==> config.mk <==
export PLATFORM = sky130hd
export DESIGN_NAME = pwm_pulse_meter
export DESIGN_NICKNAME = d
export VERILOG_FILES = /design/src/rtl/pwm_meter_pkg.sv /design/src/rtl/edge_sync.sv /design/src/rtl/pwm_pulse_meter.sv
export SDC_FILE = /design/constraint.sdc
export NUM_CORES = 1
export LEC_CHECK = 0
export BUFFER_PORTS_ARGS = -buffer_cell sky130_fd_sc_hd__buf_2
export CORE_ASPECT_RATIO = 0.8
export CORE_UTILIZATION = 60
export CTS_BUF_LIST = sky130_fd_sc_hd__clkbuf_8
export CTS_CLUSTER_DIAMETER = 50
export DETAILED_ROUTE_END_ITERATION = 6
export GPL_ROUTABILITY_DRIVEN = 0
export PLACE_DENSITY = 0.81
export SLEW_MARGIN = 20
export SYNTH_ARGS = -nofsm -noshare
export SYNTH_HDL_FRONTEND = slang
export SYNTH_SLANG_ARGS = --single-unit
==> constraint.sdc <==
create_clock -name clock -period 5.6 [get_ports clock]
set_input_delay 0.84 -clock clock [delete_from_list [all_inputs] [get_ports clock]]
set_output_delay 0.84 -clock clock [all_outputs]
set_load 0.01 [all_outputs]
==> src/rtl/pwm_meter_pkg.sv <==
// Shared types and default constants for the PWM pulse/period meter.
package pwm_meter_pkg;

   // Measurement phase: IDLE waits for the first fall, LOW counts the low
   // pulse, HIGH counts the remainder of the period.
   typedef enum logic [1:0] {
      IDLE = 2'd0,
      LOW  = 2'd1,
      HIGH = 2'd2
   } meter_state_t;

   // Defaults match the 500-cycle generator (low for 70 cycles).
   localparam int DEF_CNT_W      = 12;
   localparam int DEF_EXP_LOW    = 70;
   localparam int DEF_EXP_PERIOD = 500;

endpackage

==> src/rtl/edge_sync.sv <==
// Two-flop synchronizer followed by a rise/fall detector on the synced level.
// All flops reset to 1 so that leaving reset never looks like a falling edge.
module edge_sync (
   input  logic clock,
   input  logic reset,
   input  logic d,
   output logic level,
   output logic rise,
   output logic fall
);

   logic r_s1;
   logic r_s2;
   logic r_prev;

   // Synchronizer stages plus the one-cycle delayed copy used for edge detection.
   always_ff @(posedge clock) begin
      if (!reset) begin
         r_s1   <= 1'b1;
         r_s2   <= 1'b1;
         r_prev <= 1'b1;
      end else begin
         r_s1   <= d;
         r_s2   <= r_s1;
         r_prev <= r_s2;
      end
   end

   assign level = r_s2;
   assign rise  = ~r_prev &  r_s2;
   assign fall  =  r_prev & ~r_s2;

endmodule

==> src/rtl/pwm_pulse_meter.sv <==
// Measures low-pulse width and fall-to-fall period of f_in in clock cycles.
// One registered result per complete period, flagged by a one-cycle valid
// strobe; a saturated counter aborts the period with a one-cycle timeout.
module pwm_pulse_meter
   import pwm_meter_pkg::*;
#(
   parameter int CNT_W      = DEF_CNT_W,
   parameter int EXP_LOW    = DEF_EXP_LOW,
   parameter int EXP_PERIOD = DEF_EXP_PERIOD
) (
   input  logic             clock,
   input  logic             reset,
   input  logic             en,
   input  logic             f_in,
   output logic [CNT_W-1:0] low_width,
   output logic [CNT_W-1:0] period,
   output logic             valid,
   output logic             match,
   output logic             timeout
);

   localparam logic [CNT_W-1:0] CNT_MAX      = '1;
   localparam logic [CNT_W-1:0] CNT_ONE      = CNT_W'(1);
   localparam logic [CNT_W-1:0] EXP_LOW_C    = CNT_W'(EXP_LOW);
   localparam logic [CNT_W-1:0] EXP_PERIOD_C = CNT_W'(EXP_PERIOD);

   logic w_level;
   logic w_rise;
   logic w_fall;

   meter_state_t     r_state,     w_next_state;
   logic [CNT_W-1:0] r_cnt,       w_next_cnt;
   logic [CNT_W-1:0] r_low_cap,   w_next_low_cap;
   logic [CNT_W-1:0] r_low_width, w_next_low_width;
   logic [CNT_W-1:0] r_period,    w_next_period;
   logic             r_match,     w_next_match;
   logic             r_valid,     w_next_valid;
   logic             r_timeout,   w_next_timeout;

   edge_sync u_edge_sync (
      .clock (clock),
      .reset (reset),
      .d     (f_in),
      .level (w_level),
      .rise  (w_rise),
      .fall  (w_fall)
   );

   // State, counter and result registers.
   always_ff @(posedge clock) begin
      if (!reset) begin
         r_state     <= IDLE;
         r_cnt       <= '0;
         r_low_cap   <= '0;
         r_low_width <= '0;
         r_period    <= '0;
         r_match     <= 1'b0;
         r_valid     <= 1'b0;
         r_timeout   <= 1'b0;
      end else begin
         r_state     <= w_next_state;
         r_cnt       <= w_next_cnt;
         r_low_cap   <= w_next_low_cap;
         r_low_width <= w_next_low_width;
         r_period    <= w_next_period;
         r_match     <= w_next_match;
         r_valid     <= w_next_valid;
         r_timeout   <= w_next_timeout;
      end
   end

   // Next-state, counter and result logic. Saturation outranks any edge seen
   // in the same cycle; dropping en abandons the current period.
   always_comb begin
      w_next_state     = r_state;
      w_next_cnt       = r_cnt;
      w_next_low_cap   = r_low_cap;
      w_next_low_width = r_low_width;
      w_next_period    = r_period;
      w_next_match     = r_match;
      w_next_valid     = 1'b0;
      w_next_timeout   = 1'b0;
      if (!en) begin
         w_next_state = IDLE;
         w_next_cnt   = '0;
      end else begin
         case (r_state)
            IDLE: begin
               w_next_cnt = '0;
               // A fall always leaves the synced level low; checked explicitly.
               if (w_fall && !w_level) begin
                  w_next_cnt   = CNT_ONE;
                  w_next_state = LOW;
               end
            end
            LOW: begin
               if (r_cnt == CNT_MAX) begin
                  w_next_timeout = 1'b1;
                  w_next_cnt     = '0;
                  w_next_state   = IDLE;
               end else begin
                  w_next_cnt = r_cnt + CNT_ONE;
                  if (w_rise) begin
                     w_next_low_cap = r_cnt;
                     w_next_state   = HIGH;
                  end
               end
            end
            HIGH: begin
               if (r_cnt == CNT_MAX) begin
                  w_next_timeout = 1'b1;
                  w_next_cnt     = '0;
                  w_next_state   = IDLE;
               end else if (w_fall) begin
                  w_next_period    = r_cnt;
                  w_next_low_width = r_low_cap;
                  w_next_match     = (r_low_cap == EXP_LOW_C) && (r_cnt == EXP_PERIOD_C);
                  w_next_valid     = 1'b1;
                  w_next_cnt       = CNT_ONE;
                  w_next_state     = LOW;
               end else begin
                  w_next_cnt = r_cnt + CNT_ONE;
               end
            end
            default: begin
               w_next_state = IDLE;
               w_next_cnt   = '0;
            end
         endcase
      end
   end

   assign low_width = r_low_width;
   assign period    = r_period;
   assign valid     = r_valid;
   assign match     = r_match;
   assign timeout   = r_timeout;

endmodule

## Yosys cells after proc, flatten, opt, wreduce, memory -nomap -nowiden

Index checks and enable logic that the tools add are counted.

| word-level totals | value |
|---|---|
| register bits | 56 |
| output and inout bits | 27 |
| word-level logic and storage cells | 52 |

| operators by class | value |
|---|---|
| add/subtract/negate cells | 1 |
| equal/unequal tests | 8 |
| muxes and demuxes | 13 |
| bitwise gates (word level) | 8 |
| reductions and logical operators | 11 |

Operators by type and width:

| kind | number |
|---|---|
| 12-bit 2-to-1 mux | 3 |
| 12-bit one-hot mux with 3 select lines | 1 |
| 12-bit by 1-bit adder with 12-bit output, second input constant | 1 |
| 12-bit == test, second input constant | 1 |
| 12-bit by 7-bit == test with 1-bit output, second input constant | 1 |
| 12-bit by 9-bit == test with 1-bit output, second input constant | 1 |
| 2-bit 2-to-1 mux | 5 |
| 4-bit AND reduction | 2 |
| 1-bit inverter | 6 |
| 2-bit one-hot mux with 3 select lines | 1 |
| 3-bit AND reduction | 2 |
| 4-bit OR reduction | 1 |
| 1-bit 2-to-1 mux | 3 |
| 3-bit by 2-bit != test with 1-bit output, second input constant | 1 |
| 3-bit != test, second input constant | 1 |
| 1-bit AND | 2 |
| 2-bit by 1-bit == test with 1-bit output, second input constant | 1 |
| 2-bit == test, second input constant | 1 |
| 1-bit logical AND | 2 |
| 2-bit zero test | 1 |
| 2-bit != test, second input constant | 1 |
| 2-bit AND reduction | 1 |
| 2-bit OR reduction | 1 |
| 1-bit zero test | 1 |

## Longest topological paths before layout

| logic depth | value |
|---|---|
| depth after elaboration | 5 |
| mapped depth | 8 |
| depth with buffers taken out | 7 |

## Modules after synthesis

Synthesis repeated with hierarchy kept, for this count alone.

| second synthesis, totals | value |
|---|---|
| cell total of the unflattened synthesis | 284 |
| area, all modules | 2452.4 sq um |

Modules (own cells, without submodules):

| module | times used | cells an instance | area an instance (sq um) | sequential area each (sq um) |
|---|---|---|---|---|
| pwm_pulse_meter | 1 | 276 | 2361.0 | 1061.0 |
| edge_sync | 1 | 8 | 91.3 | 60.1 |

## Least setup slack after synthesis

OpenSTA, ideal clock, no wires.

| path | value |
|---|---|
| path kind | input to register |
| start point | input en |
| end point | register r_state[0] |
| data arrival time | 1.812 ns |
| required time | 5.531 ns |
| setup slack | 3.719 ns |
| cell stages on the path | 6 |
| buffers on the path | 1 |
| path through | clkbuf_1 -> nand4b_1 -> o31ai_1 -> mux2i_1 -> o32a_1 -> o21ai_1 |

| on the way | value |
|---|---|
| longest elaborated chain between the ends | 1 |

RTL lines:

| element | line | RTL |
|---|---|---|
| start, declared | pwm_pulse_meter.sv:13 | `input logic en,` |
| 2-bit AND reduction (no line) | n/a |  |
| end signal, assigned | pwm_pulse_meter.sv:61 | `r_state <= w_next_state;` |
| end, declared | pwm_pulse_meter.sv:31 | `meter_state_t r_state, w_next_state;` |

Every way passes these cells.
A chain may end at the register's enable or synchronous reset.

## Final worst setup path

| path | value |
|---|---|
| start point | register r_cnt[0] |
| end point | register r_match (netlist: match) |

| on the way | value |
|---|---|
| longest elaborated chain between the ends | 3 |

RTL lines:

| element | line | RTL |
|---|---|---|
| start, declared | pwm_pulse_meter.sv:32 | `logic [CNT_W-1:0] r_cnt, w_next_cnt;` |
| start signal, assigned | pwm_pulse_meter.sv:62 | `r_cnt <= w_next_cnt;` |
| 12-bit == test | pwm_pulse_meter.sv:110 | `if (r_cnt == CNT_MAX) begin` |
| 1-bit inverter (no line) | n/a |  |
| 4-bit AND reduction (no line) | n/a |  |
| end signal, assigned | pwm_pulse_meter.sv:66 | `r_match <= w_next_match;` |
| end, declared | pwm_pulse_meter.sv:36 | `logic r_match, w_next_match;` |

Several ways; a longest one is shown, not always the timed one.

==> flow_summary.yaml <==
place:
  hpwl_um: 2970
  place_area_mm2: 0.00241
  portBuffers: 30
  post-place-cells: 326
global_route:
  grt_pass1_vias: 1585
  grt_max_degree: 71
  antenna_found_initial: 0
  track_usage_pct: 23.4
  grt_pass1_wl_um: 7440
  grt_overflow_total: 0
synth:
  yosys_warnings: 0
  synth_area_mm2: 0.00231
  netlist_instances: 273
  synth_edf_count: 0
  synth.avg_cell_area_um2: 8.48
  yosysUniqueCellTypes: 34
  synth_top_area_cell: "dfxtp_1"
  ys_seq_area_share_pct: 48.4
  ys_top_cells_by_area: "dfxtp_1, nand3_1, o21ai_0"
  synthFlopType: "dfxtp_1"
  synth_top_area_share_pct: 48.4
  synthArstFlopShare_pct: 0
  synth_fp_nets: 283
  synth-seq-cells: 56
detailed_routing:
  dr.pass1.iters: 4
  drtIter0Drc: 147
  wl_um: 4400
  ant_nets: 0
  vias: 1873
  via_per_inst: 5.62
  avgRoutedWirePerCell_um: 13.2
  drc: 0
power:
  max-vdd-ir-drop_uv: 220
  finalPower_w: 0.000717
  p_per_area_mw_per_mm2: 281
  leakagePower_nw: 0.943
outcome:
  status: "complete, no violations"
layout:
  final_cell_mix: "dfxtp_1, nand3_1, nand2_1"
  drive_above_1_share_pct: 14.1
  insertedDiodeCount: 0
  stdcell_area_mm2: 0.00255
  nets: 301
  syn_to_final_growth_pct: 10.4
  final_common_cell: "dfxtp_1"
  fillers: 288
  stdcell_count: 333
clocking:
  cts_root_buf: "clkbuf_8"
  clkSinkCount: 56
  post_cts_resized: 0
  clock_path_buffers: 2
  insertion_delay_ns: 0.31
  hold_buffers: 0
  cts_max_level: 2
  post_cts_buffers: 0
  cts.clk_slew.worst_paths_ns: 0.09
  cts_tree: "yes"
  cts_buffers: 5
floorplanning:
  coreArea_mm2: 0.00357
  die_h_um: 57.6
  die-area_mm2: 0.00411
  fp-row-count: 19
  fp.dieW_um: 71.4
  ios: 31
  initial_core_util_pct: 64.9
setup_path:
  start_kind: "register"
  reg2reg_slack_ns: 3.34
  r2r-start: "r_cnt[0]$_SDFF_PN0_"
  startpoint: "r_cnt[0]$_SDFF_PN0_"
  crit_fanout: 51
  cp.required_ns: 5.85
  r2r_cells: 6
  cp.arrival_ns: 2.51
  path_class: "reg2reg"
  cp-end-kind: "register"
  critPathCapture: "match$_SDFFE_PN0P_"
  reg2reg_to: "match$_SDFFE_PN0P_"
flow_run:
  max-cap-violations: 0
timing:
  rsz0062_at_grt: "no"
  layout_worst_path_cycle_share_pct: 40.4
  layout_min_cycle_time_ns: 2.26
  final-setup-viol-count: 0
  finalMaxSlewViolations: 0
  max_freq_mhz: 442
  worst_hold_slack_ns: 0.423
  hold_viol: 0
  slew_headroom_pct: 41.4
  finClkSkew_ns: 0.00647
  fin_setup_tns_ns: 0
  tightestPinTransition_ns: 0.875
hold_path:
  hp-class: "reg2reg"
-- stage by stage --
step,utilization [%],worst slack (ns)
6_report,71.6,3.34
5_1_grt,71.6,3.15
4_1_cts,71.3,2.89
3_5_place_dp,67.7,2.89
3_3_place_gp,67.7,2.97
2_1_floorplan,-,3.72
-- registers in the layout, summed over array words and instances, names as in the netlist, 2 cells and up --
| signal | flops |
|---|---|
| r_low_cap | 12 |
| r_cnt | 12 |
| low_width | 12 |
| period | 12 |
| r_state | 2 |
-- synth_stat cells, types with 2 or more instances --
cell      number
nand2_1       33
nor2b_1        3
dfxtp_1       56
inv_1          8
buf_4          2
buf_2          6
xnor2_1        5
buf_6          2
nand4_1        4
a21oi_1        2
mux2i_1        2
nor4bb_1       2
nand4b_1       2
nor4_1         2
nor3_1         2
o21ai_0       31
xor2_1         5
nor2_1        25
o21ai_1        8
nand3_1       44
nand4_2        2
ha_1           6
clkbuf_1       8
nand2b_1       3
-- worst max-delay path, cell delays in order (launching register included) --
cell,delay [ns]
dfxtp_1,0.36
ha_1,0.24
nand3_1,0.18
or4_4,0.26
nand4_4,0.47
or3_1,0.54
a21oi_1,0.14
-- routing by layer --
metal	share of wire [%]	track usage (%)
met1	53	34.9
met2	42	33.5
met3	3.6	4.24
met4	1.7	9.43
met5	0	0
-- worst min path at each step --
stage / start / endpoint / slack, ns / cells past startpoint
detailed placement: u_edge_sync.r_s1$_SDFF_PN1_ / u_edge_sync.level$_SDFF_PN1_ / 0.40 / 1
finish: u_edge_sync.r_s1$_SDFF_PN1_ / u_edge_sync.level$_SDFF_PN1_ / 0.42 / 1
floorplan: u_edge_sync.r_s1$_SDFF_PN1_ / u_edge_sync.level$_SDFF_PN1_ / 0.39 / 1
global placement: u_edge_sync.r_s1$_SDFF_PN1_ / u_edge_sync.level$_SDFF_PN1_ / 0.39 / 1
CTS: u_edge_sync.r_s1$_SDFF_PN1_ / u_edge_sync.level$_SDFF_PN1_ / 0.43 / 1
global route: u_edge_sync.r_s1$_SDFF_PN1_ / u_edge_sync.level$_SDFF_PN1_ / 0.47 / 1
-- final cells by class --
class                      instances  area [um^2]  share of cell area, %
clock buffer                       5         68.8                   2.69
clock inverter                     2         60.1                   2.35
inverter                           8         30.0                   1.18
multi-input combinational        190         1070                   41.9
sequential                        56         1120                   43.9
tap                               42         52.6                   2.06
timing repair buffer              30          153                   5.97
-- power breakdown --
| group | internal [W] | switching (W) |
|---|---|---|
| combinational | 0.00000413 | 0.0000125 |
| sequential | 0.000399 | 0.00000127 |
| clock | 0.000176 | 0.000124 |
| total | 0.000579 | 0.000138 |
-- kinds of logic (layout without fill, tap and decap cells) --
kind of cell / count (synthesis) / count (layout) / synth area share, %
compound gates: 47 / 47 / 11.0
xor+xnor: 10 / 10 / 3.78
fa+ha+maj: 6 / 6 / 3.24
buf+inv: 27 / 45 / 5.73
flops: 56 / 56 / 48.4
mux: 2 / 2 / 0.865
simple gates: 125 / 125 / 27.0
(Power assumes the default switching activity.)
